### config.mk
export PLATFORM = sky130hd
export DESIGN_NAME = hazard_detection_unit
export DESIGN_NICKNAME = d
export VERILOG_FILES = /design/src/rtl/hazard_pkg.sv /design/src/rtl/div_stall_timer.sv /design/src/rtl/hazard_detection_unit.sv
export SDC_FILE = /design/constraint.sdc
export NUM_CORES = 1
export LEC_CHECK = 0
export ABC_AREA = 1
export CAP_MARGIN = 20
export CORE_ASPECT_RATIO = 1.1
export CORE_MARGIN = 4
export CORE_UTILIZATION = 46
export DETAILED_ROUTE_END_ITERATION = 10
export GPL_TIMING_DRIVEN = 0
export PLACE_DENSITY = 0.77
export RECOVER_POWER = 25
export SYNTH_ARGS = -nofsm -noshare
export SYNTH_HDL_FRONTEND = slang
export SYNTH_SLANG_ARGS = --single-unit
export TNS_END_PERCENT = 20
### constraint.sdc
create_clock -name clk -period 1.9 [get_ports clk]
set_input_delay 0.285 -clock clk [delete_from_list [all_inputs] [get_ports clk]]
set_output_delay 0.285 -clock clk [all_outputs]
set_load 0.1 [all_outputs]
### src/rtl/hazard_pkg.sv
// hazard_pkg: shared constants for the pipeline interlock controller.
//   - divide-FSM state encoding (RUN / DIV_WAIT)
//   - default divide latency
//   - architectural zero register number
package hazard_pkg;

    localparam logic [0:0] ST_RUN      = 1'b0;
    localparam logic [0:0] ST_DIV_WAIT = 1'b1;

    localparam int         DIV_CYCLES_DEF = 8;
    localparam logic [4:0] REG_ZERO       = 5'd0;

endpackage

### src/rtl/div_stall_timer.sv
// div_stall_timer: tracks a multi-cycle divide occupying EX.
// Ports:
//   clk, rst_n    - pipeline clock, asynchronous active-low reset
//   Div_Start_EX  - instruction in ID/EX is a divide (ignored while waiting)
//   hold          - freeze the front of the pipeline this cycle
//   Div_Done      - divide result valid on EX output this cycle
module div_stall_timer
    import hazard_pkg::*;
#(
    parameter int DIV_CYCLES = DIV_CYCLES_DEF
) (
    input  logic clk,
    input  logic rst_n,
    input  logic Div_Start_EX,
    output logic hold,
    output logic Div_Done
);

    logic [0:0] r_state;
    logic [7:0] r_div_cnt;

    // The start cycle itself is the first hold cycle, so the counter only
    // has to cover DIV_CYCLES-2 further holds before the done cycle.
    localparam logic [7:0] CNT_INIT = 8'(DIV_CYCLES - 2);

    assign hold     = (r_state == ST_RUN && Div_Start_EX) ||
                      (r_state == ST_DIV_WAIT && r_div_cnt != 8'd0);
    assign Div_Done = (r_state == ST_DIV_WAIT) && (r_div_cnt == 8'd0);

    always_ff @(posedge clk or negedge rst_n) begin
        if (!rst_n) begin
            r_state   <= ST_RUN;
            r_div_cnt <= 8'd0;
        end else if (r_state == ST_RUN) begin
            if (Div_Start_EX) begin
                r_state   <= ST_DIV_WAIT;
                r_div_cnt <= CNT_INIT;
            end
        end else if (r_div_cnt != 8'd0) begin
            r_div_cnt <= r_div_cnt - 8'd1;
        end else begin
            r_state <= ST_RUN;
        end
    end

endmodule

### src/rtl/hazard_detection_unit.sv
// hazard_detection_unit: stall/flush interlock for the 5-stage pipeline.
// Handles load-use stalls, taken-branch fetch kill and multi-cycle divide
// freeze; keeps a saturating count of cycles with PC_Write=0.
// Build option: define DIV_STALL_EN to generate the divide FSM; without it
// Div_Start_EX is ignored and Div_Done is tied low.
// Ports:
//   clk, rst_n                       clock, asynchronous active-low reset
//   MemRead_ID_EX, Rt_ID_EX          load in EX and its destination
//   Rs_IF_ID, Rt_IF_ID, UseRt_IF_ID  sources of the ID instruction
//   Branch_Taken_ID                  branch in ID resolved taken
//   Div_Start_EX                     divide in ID/EX
//   PC_Write, IF_ID_Write, ID_EX_Write       register update enables
//   ID_EX_Bubble, IF_ID_Flush, EX_MEM_Bubble bubble / flush controls
//   Div_Done                         divide result valid this cycle
//   Stall_Count                      saturating stall-cycle counter
module hazard_detection_unit
    import hazard_pkg::*;
#(
    parameter int DIV_CYCLES  = DIV_CYCLES_DEF,
    parameter int STALL_CNT_W = 16
) (
    input  logic                   clk,
    input  logic                   rst_n,
    input  logic                   MemRead_ID_EX,
    input  logic [4:0]             Rt_ID_EX,
    input  logic [4:0]             Rs_IF_ID,
    input  logic [4:0]             Rt_IF_ID,
    input  logic                   UseRt_IF_ID,
    input  logic                   Branch_Taken_ID,
    input  logic                   Div_Start_EX,
    output logic                   PC_Write,
    output logic                   IF_ID_Write,
    output logic                   ID_EX_Write,
    output logic                   ID_EX_Bubble,
    output logic                   IF_ID_Flush,
    output logic                   EX_MEM_Bubble,
    output logic                   Div_Done,
    output logic [STALL_CNT_W-1:0] Stall_Count
);

    logic w_hold_raw, w_done_raw;
    logic w_hold, w_load_use, w_flush;
    logic [STALL_CNT_W-1:0] r_stall_cnt;

`ifdef DIV_STALL_EN
    div_stall_timer #(.DIV_CYCLES(DIV_CYCLES)) u_div_timer (
        .clk          (clk),
        .rst_n        (rst_n),
        .Div_Start_EX (Div_Start_EX),
        .hold         (w_hold_raw),
        .Div_Done     (w_done_raw)
    );
`else
    logic w_unused_div;
    assign w_unused_div = Div_Start_EX | (DIV_CYCLES < 2);
    assign w_hold_raw   = 1'b0;
    assign w_done_raw   = 1'b0;
`endif

    // Outputs are combinational, so gate everything with rst_n to present
    // the idle pattern while reset is held regardless of the inputs.
    assign w_hold     = rst_n & w_hold_raw;
    assign w_load_use = rst_n & ~w_hold & MemRead_ID_EX & (Rt_ID_EX != REG_ZERO) &
                        ((Rt_ID_EX == Rs_IF_ID) || (UseRt_IF_ID && Rt_ID_EX == Rt_IF_ID));
    // A suppressed flush is safe: ID is frozen, so the branch resolves again.
    assign w_flush    = rst_n & ~w_hold & ~w_load_use & Branch_Taken_ID;

    assign PC_Write      = ~(w_hold | w_load_use);
    assign IF_ID_Write   = ~(w_hold | w_load_use);
    assign ID_EX_Write   = ~w_hold;
    assign ID_EX_Bubble  = w_load_use;
    assign IF_ID_Flush   = w_flush;
    assign EX_MEM_Bubble = w_hold;
    assign Div_Done      = rst_n & w_done_raw;
    assign Stall_Count   = r_stall_cnt;

    always_ff @(posedge clk or negedge rst_n) begin
        if (!rst_n)
            r_stall_cnt <= '0;
        else if (!PC_Write && r_stall_cnt != {STALL_CNT_W{1'b1}})
            r_stall_cnt <= r_stall_cnt + 1'b1;
    end

endmodule

Word-level counts from Yosys, hierarchy flattened:

Cells that the tools add are included.

* flip-flop bits (word level): 16
* latch bits: 0
* RAM bits: 0
* memory bits (read-only): 0
* bits of input ports: 21
* output and inout bits: 23
* word-level logic and storage cells: 15
* memories: 0

* add/sub/neg operators: 1
* multiply operators: 0
* divide/modulo/power cells: 0
* magnitude comparators: 0
* equal/unequal tests: 3
* shift-type cells: 0
* mux-type cells: 0
* bitwise logic cells: 6
* reductions and logical operators: 4

Operator list (number)
* 16-bit by 1-bit adder with 16-bit output (second input constant): 1
* 16-bit != test (second input constant): 1
* 5-bit == test: 2
* 1-bit bitwise AND: 5
* 5-bit nonzero test: 1
* 1-bit logical AND: 2
* 1-bit logical OR: 1
* 1-bit NOT: 1

Depth between registers and ports, before layout:

* depth in word-level cells: 7
* gate-level depth with buffers: 10
* gate-level depth less buffers: 9

Worst setup path before layout:

OpenSTA, ideal clock, no wires.

* path type: input to output
* from: input Rt_ID_EX[3]
* to: output IF_ID_Flush
* arrival: 3.535 ns
* data required time: 1.615 ns
* path slack: -1.920 ns
* cell stages on the path: 9
* path buffers: 0
* path through: inv_1 nand2_1 nand2_1 nor2_1 nand3_1 nand2_2 nand2_1 inv_1 nor2_1

* cells in the longest elaborated chain, start to end: 7
* elaborated cells on any way between the ends: 10
* classes of those cells: 2 x eq/ne; 5 x bitwise; 3 x reduce/logical

Ends and longest elaborated chain
* start: declaration: line hazard_detection_unit.sv:25 `input logic [4:0] Rt_ID_EX,`
* 5-bit == test: line hazard_detection_unit.sv:64 `((Rt_ID_EX == Rs_IF_ID) || (UseRt_IF_ID && Rt_ID_EX == Rt_IF_ID));`
* 1-bit logical AND: line hazard_detection_unit.sv:64
* 1-bit logical OR: line hazard_detection_unit.sv:64
* 1-bit bitwise AND *: line hazard_detection_unit.sv:63 `assign w_load_use = rst_n & ~w_hold & MemRead_ID_EX & (Rt_ID_EX != REG_ZERO) &`
* 1-bit NOT *
* via IF_ID_Write: line hazard_detection_unit.sv:32 `output logic IF_ID_Write,`
* 1-bit bitwise AND * (2 in series): line hazard_detection_unit.sv:66 `assign w_flush = rst_n & ~w_hold & ~w_load_use & Branch_Taken_ID;`
* end: declaration: line hazard_detection_unit.sv:35 `output logic IF_ID_Flush,`

The timed path passes the listed nets; every way through them passes the cells marked *.

Final worst setup path:

* from: register r_stall_cnt[8] (netlist: Stall_Count[8])
* to: output Stall_Count[8]

RTL lines
* start: declaration: line hazard_detection_unit.sv:43 `logic [STALL_CNT_W-1:0] r_stall_cnt;`
* start signal: assignment: line hazard_detection_unit.sv:81 `r_stall_cnt <= r_stall_cnt + 1'b1;`
* end: declaration: line hazard_detection_unit.sv:38 `output logic [STALL_CNT_W-1:0] Stall_Count`

No word-level cell between the ends.

==> summary.txt <==
Pwr
  – Pleak: 0.9860 nW
  – Cell area power density: 518.7 nW/µm²
  – Pwr Total: 980.0 µW
  – Peak supply drop: 0.4197 mV

STA
  – Setup-failing EPs final: 0
  – Worst-margin pin slew: 0.9763 ns
  – Final period utilization: 0.9792
  – Final Hold Fails: 0
  – Hold slack: 0.5266 ns
  – Setup ws final: 0.03951 ns
  – Fmax: 537.5 MHz
  – Post-layout minimum cycle time: 1.860 ns
  – Slew Limit Fails: 0
  – Setup TNS: 0 ns
  – RSZ-0062 raised after global routing: true
  – Slew headroom: 0.3517
  – Clk_skew: 0.003009 ns

Cells and area
  – Inserted Diodes: 0
  – Commonest cells after routing, fill and taps aside: nand2_1, nand4_1, nor2_1
  – Most common cell after layout, fill and taps aside: nand2_1
  – Largest register FFs: 16
  – Fin area: 1889 µm²
  – Filler instances: 255
  – Synthesis-to-layout area growth: 42.05%
  – Nets@finish: 282
  – Final Util: 0.6802
  – Layout cells sized above 1: 0.2171
  – Fin cells: 291

Place
  – Port buffer count: 39
  – HPWL Detailed: 2601 µm
  – Placed inst area: 1838 µm²
  – Dpl ws: -1.473 ns
  – GP Congestion: 0.8713
  – Placed insts: 285

Logic synthesis
  – Distinct cells, synth: 21
  – Synth Instances: 212
  – Yosys warns: 0
  – Synthesized area: 1330 µm²
  – Seq/Total Area, Yosys: 0.3010
  – Synth Register Bits: 16
  – Avg Synthesized Cell Area: 6.274 µm²

Detailed routing
  – Final ANT Viol Nets: 0
  – Post-Route WL: 3436 µm
  – Final routed DRC violation total: 0
  – DR vias: 1,440
  – Starting DRT DRC Count: 46
  – DR WL/cell: 11.81 µm
  – Vias/cell: 4.948
  – DR pass1 iterations: 4

Worst setup path
  – Setup crit end: Stall_Count[8]
  – Critical path startpoint: Stall_Count[8]
  – CP Class: flip-flop to primary output
  – CP Launch Type: flip-flop
  – Crit. path cell count: 1
  – Critical path's largest stage delay: 0.86 ns
  – R2r setup slk: 0.17 ns
  – Crit path cell chain: dlygate4sd2_1
  – Crit. End Element: primary output
  – Reg2reg end: Stall_Count[0]
  – CP delay by family, top: buffers and inverters
  – Critical path arrival: 1.58 ns
  – Critical Path Slowest Stage Cell: dlygate4sd2_1
  – Bufs and invs on worst path: 1
  – CP Data Required Time: 1.62 ns
  – CP max FO: 5
  – RR Startpoint: Stall_Count[0]
  – Worst R2R Path Depth: 8

Global routing
  – Total GRT Usage: 0.1892
  – Largest net degree at the start of global routing: 19
  – Number of global-route vias before repair: 1,311
  – First-pass GRT wire length: 5699 µm
  – Gr ovfl total: 0
  – Antenna violations before repair: 0

Clock tree
  – CTS buffer count: 3
  – Worst-Skew Late Latency: 0.30 ns
  – Clock buffer depth: 2
  – Reg clk slew, reported paths: 0.10 ns
  – CTS tree: built
  – CTS sink cnt: 16
  – CTS H-tree lvls: 1
  – Root Buffer: clkbuf_4

Die
  – Die Wd: 59.27 µm
  – Die height: 64.40 µm
  – Core area: 2778 µm²
  – Rows: 20
  – Ports: 44
  – Die area: 3817 µm²
  – Initial Utilization: 0.4788

Status
  – Outcome: complete, no violations

Job
  – Max-Cap Viols: 0

Min path
  – Hold Path Class: flip-flop to flip-flop
==> power by group <==
| part | switching [mW] | total, mW | internal, mW |
|---|---|---|---|
| registers | 0.0297 | 0.398 | 0.368 |
| logic | 0.296 | 0.394 | 0.0982 |
| clock network | 0.115 | 0.188 | 0.0740 |
| total | 0.440 | 0.980 | 0.540 |
==> layer usage <==
| metal | track usage | routed length [µm] |
|---|---|---|
| met5 | 0 | 0 |
| met4 | 0.05949 | 51 |
| met3 | 0.03232 | 179 |
| met2 | 0.3238 | 1659 |
| met1 | 0.2346 | 1544 |
==> synth_stat cells <==
master / n / share of area
nand2_1: 92 / 0.26
nand4_1: 22 / 0.10
inv_1: 21 / 0.059
nor2_1: 21 / 0.059
dfrtp_1: 16 / 0.30
nand3_1: 9 / 0.034
xnor2_1: 5 / 0.033
buf_4: 4 / 0.023
inv_2: 4 / 0.011
buf_2: 3 / 0.011
xor2_1: 3 / 0.020
conb_1: 2 / 0.0056
o21ai_0: 2 / 0.0075
buf_6: 1 / 0.0085
ha_1: 1 / 0.0094
nand2_2: 1 / 0.0047
nand3_4: 1 / 0.013
nand4_4: 1 / 0.016
nor2_2: 1 / 0.0047
nor2_4: 1 / 0.0085
nor3_2: 1 / 0.0075
==> how the worst min path moves through the flow <==
stage,slack [ns],to,depth (start not counted),from
floorplan,-0.01,Stall_Count[10],0,rst_n
global placement,0.50,Stall_Count[15],2,Stall_Count[15]
detailed placement,0.51,Stall_Count[1],2,Stall_Count[1]
CTS,0.03,Stall_Count[6],1,rst_n
global route,0.55,Stall_Count[15],2,Stall_Count[15]
finish,0.53,Stall_Count[1],2,Stall_Count[1]
==> final cells by class <==
cell class	count	area, µm²	share of cell area
multi-input combinational	164	814.5	0.4311
tap	33	41.29	0.02185
sequential	16	422.9	0.2238
timing repair buffer	42	416.7	0.2205
clock buffer	3	22.52	0.01192
buffer	8	56.30	0.02980
inverter	25	115.1	0.06093
==> repair_timing <==
item / in CTS / in global routing
pin swaps: 8 / 3
setup endpoints to repair: 33 / 13
hold buffers: 0 / 1
endpoints found under the hold margin: 0 / 16
setup buffers: 2 / 0
gates cloned: 0 / 0
gates resized for setup: 64 / 18
==> cells by family after synthesis <==
| family | after synthesis | synth area share |
|---|---|---|
| and+or+nand+nor | 150 | 0.5108 |
| buffers and inverters | 33 | 0.1129 |
| DFF | 16 | 0.3010 |
| xor gates and xnor gates | 8 | 0.05268 |
| AOI/OAI and AO/OA | 2 | 0.007526 |
| other | 2 | 0.005647 |
| adders and majority gates | 1 | 0.009406 |
No activity file was read; power rests on OpenSTA's default activity.
